<file path="src/rtl/adc_frame_pkg.sv">
`default_nettype none
// +----------------------------------------------------------------------------+
// | adc_frame_pkg: shared constants for adc_frame_packer. Build option:        |
// | FRAME_CHECKSUM_EN (adds an XOR trailer word).          Revision: 1.0       |
// +----------------------------------------------------------------------------+
package adc_frame_pkg;

  localparam logic [31:0] SYNC_WORD_DEFAULT = 32'hA5A5_5A5A;

  localparam logic [2:0] ST_IDLE    = 3'd0;
  localparam logic [2:0] ST_HDR0    = 3'd1;
  localparam logic [2:0] ST_HDR1    = 3'd2;
  localparam logic [2:0] ST_PAYLOAD = 3'd3;
  localparam logic [2:0] ST_TRAIL   = 3'd4;
  localparam logic [2:0] ST_DROP    = 3'd5;

  localparam int HDR_SEQ_LSB  = 16;
  localparam int HDR_DROP_LSB = 0;

  function automatic int frame_words(input int payload_words);
`ifdef FRAME_CHECKSUM_EN
    return payload_words + 3;
`else
    return payload_words + 2;
`endif
  endfunction

  function automatic logic [31:0] make_header(input logic [15:0] seq,
                                              input logic [15:0] drops);
    logic [31:0] hdr;
    hdr = 32'd0;
    hdr[HDR_SEQ_LSB +: 16]  = seq;
    hdr[HDR_DROP_LSB +: 16] = drops;
    return hdr;
  endfunction

endpackage
`default_nettype wire

</file>
<file path="src/rtl/adc_frame_packer_pair.sv">
`default_nettype none
// +----------------------------------------------------------------------------+
// | sample_pair_packer: joins two 16-bit samples into one 32-bit word, first   |
// | sample in the high half.                               Revision: 1.0       |
// +----------------------------------------------------------------------------+
module sample_pair_packer (
  input  logic        clk,
  input  logic        reset,
  input  logic        start,
  input  logic        load,
  input  logic [15:0] sample_data,
  output logic        word_valid,
  output logic [31:0] word_data
);

  logic [15:0] hi_half;
  logic        hi_full;

  // start discards any half word left over and takes the frame's first sample
  always_ff @(posedge clk) begin
    if (reset) begin
      hi_half    <= 16'd0;
      hi_full    <= 1'b0;
      word_valid <= 1'b0;
      word_data  <= 32'd0;
    end else begin
      word_valid <= 1'b0;
      if (start) begin
        hi_half <= sample_data;
        hi_full <= 1'b1;
      end else if (load) begin
        if (hi_full) begin
          word_data  <= {hi_half, sample_data};
          word_valid <= 1'b1;
          hi_full    <= 1'b0;
        end else begin
          hi_half <= sample_data;
          hi_full <= 1'b1;
        end
      end
    end
  end

endmodule
`default_nettype wire

</file>
<file path="src/rtl/adc_frame_packer.sv">
`default_nettype none
// +----------------------------------------------------------------------------+
// | adc_frame_packer: frames packed ADC words into the DDR input FIFO, whole   |
// | frames admitted or dropped. Option: FRAME_CHECKSUM_EN. Revision: 1.0       |
// +----------------------------------------------------------------------------+
module adc_frame_packer
  import adc_frame_pkg::*;
#(
  parameter int          PAYLOAD_WORDS = 256,
  parameter int          FIFO_DEPTH    = 1024,
  parameter logic [31:0] SYNC_WORD     = SYNC_WORD_DEFAULT
) (
  input  logic        clk,
  input  logic        reset,
  input  logic        enable,
  input  logic        sample_valid,
  input  logic [15:0] sample_data,
  output logic        fifo_we,
  output logic [31:0] fifo_data,
  input  logic [9:0]  fifo_count,
  input  logic        fifo_full,
  output logic [31:0] frame_seq,
  output logic [15:0] drop_count,
  output logic        overflow
);

  localparam int FRAME_WORDS = frame_words(PAYLOAD_WORDS);
  localparam int ADMIT_LIMIT = FIFO_DEPTH - FRAME_WORDS - 2;
  localparam int WCW         = (PAYLOAD_WORDS > 2) ? $clog2(PAYLOAD_WORDS) : 1;
  localparam int DCW         = $clog2(2 * PAYLOAD_WORDS);
  localparam logic [WCW-1:0] LAST_WORD = WCW'(PAYLOAD_WORDS - 1);
  localparam logic [DCW-1:0] DROP_LAST = DCW'(2 * PAYLOAD_WORDS - 1);

  logic [2:0]     state;
  logic [2:0]     state_next;
  logic [WCW-1:0] word_cnt;
  logic [DCW-1:0] drop_seen;
  logic           admit;
  logic           start_req;
  logic           frame_start;
  logic           enter_drop;
  logic           frame_done;
  logic           wr_req;
  logic [31:0]    wr_data;
  logic           pack_load;
  logic           word_valid;
  logic [31:0]    word_data;
`ifdef FRAME_CHECKSUM_EN
  logic [31:0]    checksum;
`endif

  always_comb begin
    admit      = $signed({22'd0, fifo_count}) <= ADMIT_LIMIT;
    start_req  = sample_valid && enable;
    state_next = state;
    enter_drop = 1'b0;
    frame_done = 1'b0;
    wr_req     = 1'b0;
    wr_data    = 32'd0;
    case (state)
      ST_IDLE: begin
        if (start_req) begin
          state_next = admit ? ST_HDR0 : ST_DROP;
          enter_drop = !admit;
        end
      end
      ST_HDR0: begin
        wr_req     = 1'b1;
        wr_data    = SYNC_WORD;
        state_next = ST_HDR1;
      end
      ST_HDR1: begin
        wr_req     = 1'b1;
        wr_data    = make_header(frame_seq[15:0], drop_count);
        state_next = ST_PAYLOAD;
      end
      ST_PAYLOAD: begin
        if (word_valid) begin
          wr_req  = 1'b1;
          wr_data = word_data;
          if (word_cnt == LAST_WORD) begin
`ifdef FRAME_CHECKSUM_EN
            state_next = ST_TRAIL;
`else
            state_next = ST_IDLE;
            frame_done = 1'b1;
`endif
          end
        end
      end
`ifdef FRAME_CHECKSUM_EN
      // The trailer cycle doubles as the start decision for the next frame
      ST_TRAIL: begin
        wr_req     = 1'b1;
        wr_data    = checksum;
        frame_done = 1'b1;
        state_next = ST_IDLE;
        if (start_req) begin
          state_next = admit ? ST_HDR0 : ST_DROP;
          enter_drop = !admit;
        end
      end
`endif
      ST_DROP: begin
        if (sample_valid && drop_seen == DROP_LAST) state_next = ST_IDLE;
      end
      default: state_next = ST_IDLE;
    endcase
    frame_start = (state_next == ST_HDR0);
    pack_load   = sample_valid &&
                  (state == ST_HDR0 || state == ST_HDR1 || state == ST_PAYLOAD);
  end

  sample_pair_packer u_pair (
    .clk         (clk),
    .reset       (reset),
    .start       (frame_start),
    .load        (pack_load),
    .sample_data (sample_data),
    .word_valid  (word_valid),
    .word_data   (word_data)
  );

  always_ff @(posedge clk) begin
    if (reset) begin
      state      <= ST_IDLE;
      fifo_we    <= 1'b0;
      fifo_data  <= 32'd0;
      frame_seq  <= 32'd0;
      drop_count <= 16'd0;
      overflow   <= 1'b0;
      word_cnt   <= '0;
      drop_seen  <= '0;
`ifdef FRAME_CHECKSUM_EN
      checksum   <= 32'd0;
`endif
    end else begin
      state   <= state_next;
      fifo_we <= wr_req && !fifo_full;
      // A full buffer skips the word but the frame keeps its shape
      if (wr_req) begin
        if (!fifo_full) fifo_data <= wr_data;
        else            overflow  <= 1'b1;
      end
      if (frame_done) frame_seq <= frame_seq + 32'd1;
      if (enter_drop) begin
        drop_seen <= DCW'(1);
        if (drop_count != 16'hFFFF) drop_count <= drop_count + 16'd1;
      end else if (state == ST_DROP && sample_valid) begin
        drop_seen <= drop_seen + 1'b1;
      end
      if (state == ST_HDR1)                        word_cnt <= '0;
      else if (state == ST_PAYLOAD && word_valid)  word_cnt <= word_cnt + 1'b1;
`ifdef FRAME_CHECKSUM_EN
      if (frame_start)                             checksum <= 32'd0;
      else if (state == ST_PAYLOAD && word_valid)  checksum <= checksum ^ word_data;
`endif
    end
  end

endmodule
`default_nettype wire

</file>
<file path="config.mk">
export PLATFORM = sky130hd
export DESIGN_NAME = adc_frame_packer
export DESIGN_NICKNAME = d
export VERILOG_FILES = /design/src/rtl/adc_frame_pkg.sv /design/src/rtl/adc_frame_packer_pair.sv /design/src/rtl/adc_frame_packer.sv
export SDC_FILE = /design/constraint.sdc
export NUM_CORES = 1
export LEC_CHECK = 0
export ABC_CLOCK_PERIOD_IN_PS = 5100
export CELL_PAD_IN_SITES_DETAIL_PLACEMENT = 2
export CELL_PAD_IN_SITES_GLOBAL_PLACEMENT = 2
export CORE_MARGIN = 5
export CORE_UTILIZATION = 34
export DETAILED_ROUTE_END_ITERATION = 10
export PLACE_DENSITY = 0.87
export RECOVER_POWER = 25
export SLEW_MARGIN = 20
export SYNTH_ARGS = -nofsm -noshare
export SYNTH_HDL_FRONTEND = slang
export SYNTH_SLANG_ARGS = --single-unit
</file>
<file path="constraint.sdc">
create_clock -name clk -period 5.1 [get_ports clk]
set_input_delay 1.02 -clock clk [delete_from_list [all_inputs] [get_ports clk]]
set_output_delay 1.02 -clock clk [all_outputs]
set_load 0.005 [all_outputs]
</file>
# Word level (Yosys, flattened, before mapping)
# Cells that the tools add are included.
word_totals:
  regBits: 152
  out_inout_bits: 82
op_classes:
  addsub: 4
  order_cmp: 1
  eq_ne: 9
  n_mux: 24
  n_bitwise: 3
  n_reduce_logical: 22
op_table:
  columns: ["operator", "n"]
  rows:
  - ["one-hot mux 32 bit (3 select lines)", 1]
  - ["2-to-1 mux 16 bit", 3]
  - ["adder 32 x 1 -> 32 bit (second input constant)", 1]
  - ["2-to-1 mux 32 bit", 1]
  - ["adder 16 x 1 -> 16 bit (second input constant)", 1]
  - ["!= test 16 bit (second input constant)", 1]
  - ["2-to-1 mux 3 bit", 5]
  - ["one-hot mux 3 bit (5 select lines)", 1]
  - ["2-to-1 mux 1 bit", 12]
  - ["<= comparator 10 bit (second input constant)", 1]
  - ["adder 9 x 1 -> 9 bit (second input constant)", 1]
  - ["== test 9 bit (second input constant)", 1]
  - ["adder 8 x 1 -> 8 bit (second input constant)", 1]
  - ["== test 8 bit (second input constant)", 1]
  - ["AND reduction 2 bit", 4]
  - ["== test 3 x 1 -> 1 bit (second input constant)", 2]
  - ["== test 3 x 2 -> 1 bit (second input constant)", 2]
  - ["logical AND 1 bit", 6]
  - ["OR reduction 2 bit", 3]
  - ["nonzero test 2 bit", 2]
  - ["== test 3 bit (second input constant)", 1]
  - ["zero test 3 bit", 1]
  - ["inverter 1 bit", 3]
  - ["AND reduction 3 bit", 1]
  - ["other kinds (5)", 7]

# Logic depth before layout (Yosys ltp)
depth:
  depth_word: 7
  ltp_mapped: 7

# By module
# From an unflattened synthesis, not the netlist that was laid out.
hier_totals:
  hier_cells: 747
  hier_area_um2: 6640.1
modules_own_cells:
  columns: ["module", "n_inst", "cells_each", "area_per_inst_um2", "seq_area_each_um2"]
  rows:
  - ["adc_frame_packer", 1, 529, 4724.5, 2042.0]
  - ["sample_pair_packer", 1, 218, 1915.6, 1001.0]

# Worst setup path before layout
# Ideal clock, no wire load.
synth_timing:
  path_kind: "input to register"
  from: "input port fifo_count[1]"
  to: "register u_pair.hi_half[0]"
  t_arrival_ps: 2378
  required_ps: 5028
  path_slack_ps: 2650
  cell_stages: 6
  n_path_buf: 1
  path_cell_list: "o211ai_1 -> o21bai_1 -> nand2_1 -> a21oi_2 -> buf_2 -> mux2i_1"
synth_via:
  elab_chain_cells: 7
  elab_cells_between_ends: 9
  classes_between: "order compare (1); eq/ne (2); mux (4); reduce/logical (2)"
synth_rtl:
  columns: ["element", "line", "rtl"]
  rows:
  - ["from (decl)", "adc_frame_packer.sv:20", "input logic [9:0] fifo_count,"]
  - ["<= comparator 10 bit (*)", "adc_frame_packer.sv:53", "admit = $signed({22'd0, fifo_count}) <= ADMIT_LIMIT;"]
  - ["2-to-1 mux 3 bit (*)", "adc_frame_packer.sv:63", "state_next = admit ? ST_HDR0 : ST_DROP;"]
  - ["2-to-1 mux 3 bit (*)", "adc_frame_packer.sv:62", "if (start_req) begin"]
  - ["one-hot mux 3 bit (5 select lines) (*)", "adc_frame_packer.sv:60", "case (state)"]
  - ["== test 3 x 1 -> 1 bit (*)", "adc_frame_packer.sv:109", "frame_start = (state_next == ST_HDR0);"]
  - ["!= test 2 bit (no source line) / nonzero test 2 bit (equally long branches)", null, null]
  - ["AND reduction 2 bit (no source line)", null, null]
  - ["to (signal assigned)", "adc_frame_packer_pair.sv:29", "hi_half <= sample_data;"]
  - ["to (signal assigned)", "adc_frame_packer_pair.sv:37", "hi_half <= sample_data;"]
  - ["to (decl)", "adc_frame_packer_pair.sv:16", "logic [15:0] hi_half;"]
# Every way passes the cells marked *; elsewhere a longest branch is shown, timed or not.
# A chain may end at the register's enable or synchronous reset.

==> impl_metrics.csv <==
group,metric,value,unit
setup_path,path_max_fanout,97,
detailed_routing,wl,22010,µm
yosys,synth-main-ff-cell,"dfxtp_1",
setup_path,cp-end-kind,"flip-flop",
global_routing,overflow,0,
cells_and_area,multi_input_area,0.003326,mm²
yosys,ys_seq_elements,152,
cells_and_area,antenna_cells,0,
detailed_routing,drc,0,
sta,rsz0062_at_grt,"false",
place,dp_hpwl,14350,µm
setup_path,critical_path_class,"primary input to flip-flop",
detailed_routing,ant_nets,0,
place,dp_cells,1089,
cells_and_area,fillCellCount,2093,
clocking,post_cts_buffers,0,
clocking,holdBufCountCts,0,
sta,clock.fmax,0.2706,GHz
global_routing,antenna_found_initial,1,
yosys,synth_edf_count,0,
floorplan,io_pins,113,
status,outcome,"complete, but fails checks",
sta,fin_setup_tns,0,ns
global_routing,grt_max_degree,98,
place,finalWeightedCongestion,0.7565,
cells_and_area,layout-drive-gt1-share,6.425,%
detailed_routing,drt_iter0_markers,281,
clocking,cts_htree_levels,4,
global_routing,grt_use_total,20.21,%
sta,max-slew-margin-rel,-113.6,%
yosys,synth_cells,759,
detailed_routing,vias,6038,
pwr,vdd_drop_max,0.2428,mV
sta,skew,0.008255,ns
detailed_routing,vias_per_cell,5.386,
clocking,clk_latency,0.43,ns
yosys,seq_area_frac_synth,45.96,%
sta,tightestPinTransition,3.205,ns
floorplan,initial_core_util,34.25,%
clocking,cts_tree,"done",
yosys,ys.warnings.count,0,
cells_and_area,fin_cells,1121,
sta,fin_crit,3.695,ns
yosys,synthesis.nets,795,
place,io_buffers,112,
detailed_routing,dr.pass1.iters,4,
yosys,async_flop_share,0,%
setup_path,arrival,4.01,ns
yosys,avgSynthCellArea,8.724,µm²
clocking,cts_root_buffer,"clkbuf_16",
floorplan,die_w,149.6,µm
sta,hold_viol_final,0,
floorplan,row_count,51,
global_routing,grt_pass1_vias,6485,
sta,period_share,72.45,%
yosys,syn_area,0.006621,mm²
flow_run,maxCapViolations,1,
yosys,synthTopCellsByArea,"dfxtp_1 (46%), nand2_1 (4.9%), nor2_1 (4.8%), a21oi_1 (4.1%), xor2_1 (3.8%)",
pwr,total_power,2.755,mW
cells_and_area,ff_latch_area,0.003043,mm²
pwr,leakagePower,2.871,nW
yosys,yosysTopAreaCell,"dfxtp_1",
detailed_routing,wire_per_inst,19.63,µm
clocking,cts_sinks,152,
clocking,cts_made_buffers,17,
clocking,clk_path_buf_depth,2,
clocking,cts.repair.resized,0,
floorplan,die_area,0.02237,mm²
setup_path,start_kind,"primary input",
sta,setup_viol,0,
floorplan,die_y,149.6,µm
sta,slew_violations,68,
sta,setup_ws,1.405,ns
floorplan,fp.coreArea,0.01933,mm²
setup_path,worstPathRequired,5.41,ns
yosys,yosysTopAreaCellShare,45.96,%
yosys,yosysUniqueCellTypes,50,
place,post-place-ws,1.729,ns
pwr,cellPowerDensity,324.1,mW/mm²
cells_and_area,area_growth,28.36,%
global_routing,grt_first_pass_wirelength,36000,µm
cells_and_area,nets,879,
status,violations,"capacitance limit, slew limit",
clocking,clkTransAtPathRegs,0.06,ns
hold_path,min_path_type,"flip-flop to flip-flop",
==> synth_stat cells, types with 11 or more instances <==
| cell type | number |
|---|---|
| dfxtp_1 | 152 |
| xnor2_1 | 11 |
| nor2_1 | 85 |
| nand2_1 | 87 |
| clkbuf_1 | 40 |
| a22oi_1 | 16 |
| mux2i_1 | 20 |
| a221oi_1 | 16 |
| nand3_1 | 24 |
| a21oi_1 | 54 |
| nand4_1 | 26 |
| xor2_1 | 29 |
| a211oi_1 | 32 |
| and3_1 | 12 |
| nor3_1 | 17 |
| buf_2 | 11 |
| nand2b_1 | 32 |
==> report_power, final <==
part / switching (mW) / internal [mW]
Combinational: 0.131 / 0.118
Sequential: 0.0324 / 1.23
Clock: 0.510 / 0.733
==> cell usage in the layout, fill, tap and decap left out, types with 11 or more instances in the layout <==
cell type	synthesis	layout
nand2b_1	32	32
xor2_1	29	29
nand4_1	26	26
nor3_1	17	17
a22oi_1	16	16
nor2_1	85	85
a21oi_1	54	54
dfxtp_1	152	152
xnor2_1	11	11
a221oi_1	16	16
and3_1	12	12
clkbuf_16	0	17
mux2i_1	20	20
a211oi_1	32	32
nand3_1	24	24
nand2_1	87	87
clkdlybuf4s50_1	0	111
==> final timing paths <==
check	slack, ns	cells past startpoint	startpoint	end
setup reg to reg	2.31	6	state[0]	fifo_data[26]
hold / removal	0.45	2	u_pair.hi_half[13]	u_pair.word_data[29]
hold reg to reg	0.45	2	u_pair.hi_half[13]	u_pair.word_data[29]
setup / recovery	1.40	4	reset	drop_count[9]
==> cell families (layout without fill, tap and decap cells) <==
group,after synthesis,in the layout,share of synthesized area (%)
simple gates,333,333,26.02
flops,152,152,45.96
compound gates,142,142,14.08
buf+inv,64,161,4.176
xor+xnor,40,40,5.291
mux,23,23,3.534
fa+ha+maj,5,5,0.9448
==> final cells by class <==
class	instances	share of cell area [%]
well taps	265	3.901
clock inverters	11	1.457
flip-flops and latches	152	35.80
clock buffers	21	5.300
inverters	8	0.3533
repair buffers	121	14.06
multi-input cells	543	39.13
==> routing by layer <==
metal,vias up,track usage (%),wire length [µm]
met5,-,0,13
met4,2,5.400,221
met3,18,3.967,933
met2,128,34.66,10980
met1,3024,26.04,9862
li1,2866,-,-
==> sequential cells by signal (all words and copies together), names as in the netlist <==
name / cells
fifo_we: 1
overflow: 1
state: 3
u_pair.word_valid: 1
u_pair.hi_half: 16
u_pair.hi_full: 1
drop_count: 16
word_cnt: 8
drop_seen: 9
u_pair.word_data: 32
frame_seq: 32
fifo_data: 32
==> worst max-delay path, stage by stage <==
cell and delay (ns):
clkbuf_1 2.21, buf_12 0.40, nor2b_1 0.09, mux2_2 0.27
==> through the flow <==
stage	hold WS (ns)	utilization [%]	instance area (µm²)
6_report	0.4471	43.96	8499
5_1_grt	0.4697	43.96	8499
4_1_cts	0.4532	43.94	8496
3_5_place_dp	0.4506	40.97	7921
3_3_place_gp	0.4431	40.97	7921
2_1_floorplan	0.4323	-	6621
(Power assumes the default switching activity.)
==> variant (config.mk and constraints unchanged) <==
The option `FRAME_CHECKSUM_EN` is turned on by a define.
--- a/src/rtl/adc_frame_pkg.sv
+++ b/src/rtl/adc_frame_pkg.sv
@@ -4,4 +4,6 @@
 // | FRAME_CHECKSUM_EN (adds an XOR trailer word).          Revision: 1.0       |
 // +----------------------------------------------------------------------------+
+`define FRAME_CHECKSUM_EN
+
 package adc_frame_pkg;
 
Check against the original RTL: not equivalent (a bounded check fails within 4 cycles, from zero or initial values and one cycle with reset high).
==> variant against the original RTL <==
The flow still finishes with violations (max-capacitance violations, max-slew violations); global-route usage increased by 0.70 points; via count grew 13%; total power up 16%; cell area is 12% higher; largest cell class unchanged; routed wire length is 23% higher; highest routed layer is now met4; worst setup slack better by 0.21 ns; area after synthesis increased by 15%; critical endpoint is now drop_seen[3]; sequential cell count rose by 32; first-iteration DRC count increased by 14%; maximum frequency increased by 6.1%; critical path type unchanged.
==> variant: results <==
outcome:
  outcome: "finished, violations left"
  violations: "max-capacitance violations, max-slew violations"
setup_path:
  slowest_delay_ns: 1.56
  crit_path_top_delay_cell: "clkbuf_2"
  arrival_ns: 3.81
  critPathMaxFanout: 92
grt:
  use_met3_pct: 3.76
  grt_max_degree: 93
  grtUsageMet1_pct: 26.7
  antenna_found_initial: 0
  grtUsageMet2_pct: 36.0
  first_global_vias: 7405
  track_usage_pct: 20.9
  grt_pass1_wl_um: 42900
sta:
  skew_ns: 0.0108
  slew_violations: 107
  slew_headroom_pct: -34.3
synth:
  synth_commonest_cells: "dfxtp_1 (184), nor2_1 (120), nand2_1 (117), a21oi_1 (48), xor2_1 (47)"
  yosys_warnings: 0
  ys_seq_area_share_pct: 48.4
  synth_nets: 895
  synth.distinct_cells: 53
  ys.flop_type: "dfxtp_1"
cts:
  cts_resized: 0
  clkTransAtPathRegs_ns: 0.08
placement:
  portBuffers: 110
  gp_congestion: 0.752
  place_hpwl_um: 17600
detailed_routing:
  drtPass1Iterations: 5
  wl_met3_um: 1430
  detail_route.iter0.violations: 320
  dr_wl_met2_um: 13400
  top_layer_used: "met4"
  wl_um: 27000
  via_per_inst: 5.56
layout:
  layout.nets: 975
  drive_gt1_share_pct: 5.78
run:
  max_cap_viol_count: 2
power:
  ir_drop_mv: 0.175
  p_leak_nw: 3.28
variant: power breakdown:
part	leakage [nW]	internal [mW]	switching (mW)
Combinational	1.49	0.107	0.166
Clock	0.301	0.794	0.617
Sequential	1.49	1.48	0.0300
Total	3.28	2.38	0.813
variant: worst paths after layout:
kind,slack [ns],cells past startpoint,to,from
setup reg to reg,1.73,5,fifo_data[6],state[1]
hold / removal,0.45,2,u_pair.hi_half[15],u_pair.hi_half[15]
hold reg to reg,0.45,2,u_pair.hi_half[15],u_pair.hi_half[15]
setup / recovery,1.62,4,drop_seen[3],reset
variant: logic make-up (layout without fill, tap and decap cells):
logic type,after synthesis,after routing,share of synthesized area [%]
AND/OR/NAND/NOR,350,350,21.6
adder cells (fa/ha/maj),5,5,0.822
buffers and inverters,66,159,3.48
flip-flops,184,184,48.4
XOR/XNOR,74,74,8.51
AO/OA/AOI/OAI,174,174,16.4
multiplexers,6,6,0.822
variant: worst reg2reg max path, delay by kind of cell (launching register included):
kind,cells,cell delay (ns)
flops,1,0.34
simple gates,1,1.46
compound gates,2,0.58
buf+inv,2,0.83
variant: cell type report:
class	instances	area, sq um
clock inverter	12	168
tap	280	350
clock buffer	20	447
inverter	9	33.8
fill	2374	12400
timing repair buffer	118	1150
multi-input combinational	609	3700
sequential	184	3680
variant: through the flow:
step | setup WS [ns] | area [sq um] | hold WS, ns | std cells | util [%]
after floorplan | 2.61 | 7610 | 0.432 | 859 | -
after global placement | 1.53 | 8930 | 0.438 | 1200 | 40.6
after detailed placement | 1.47 | 8930 | 0.450 | 1200 | 40.6
after CTS | 1.90 | 9540 | 0.459 | 1232 | 43.4
after global routing | 1.26 | 9530 | 0.475 | 1232 | 43.4
final | 1.62 | 9530 | 0.455 | 1232 | 43.4
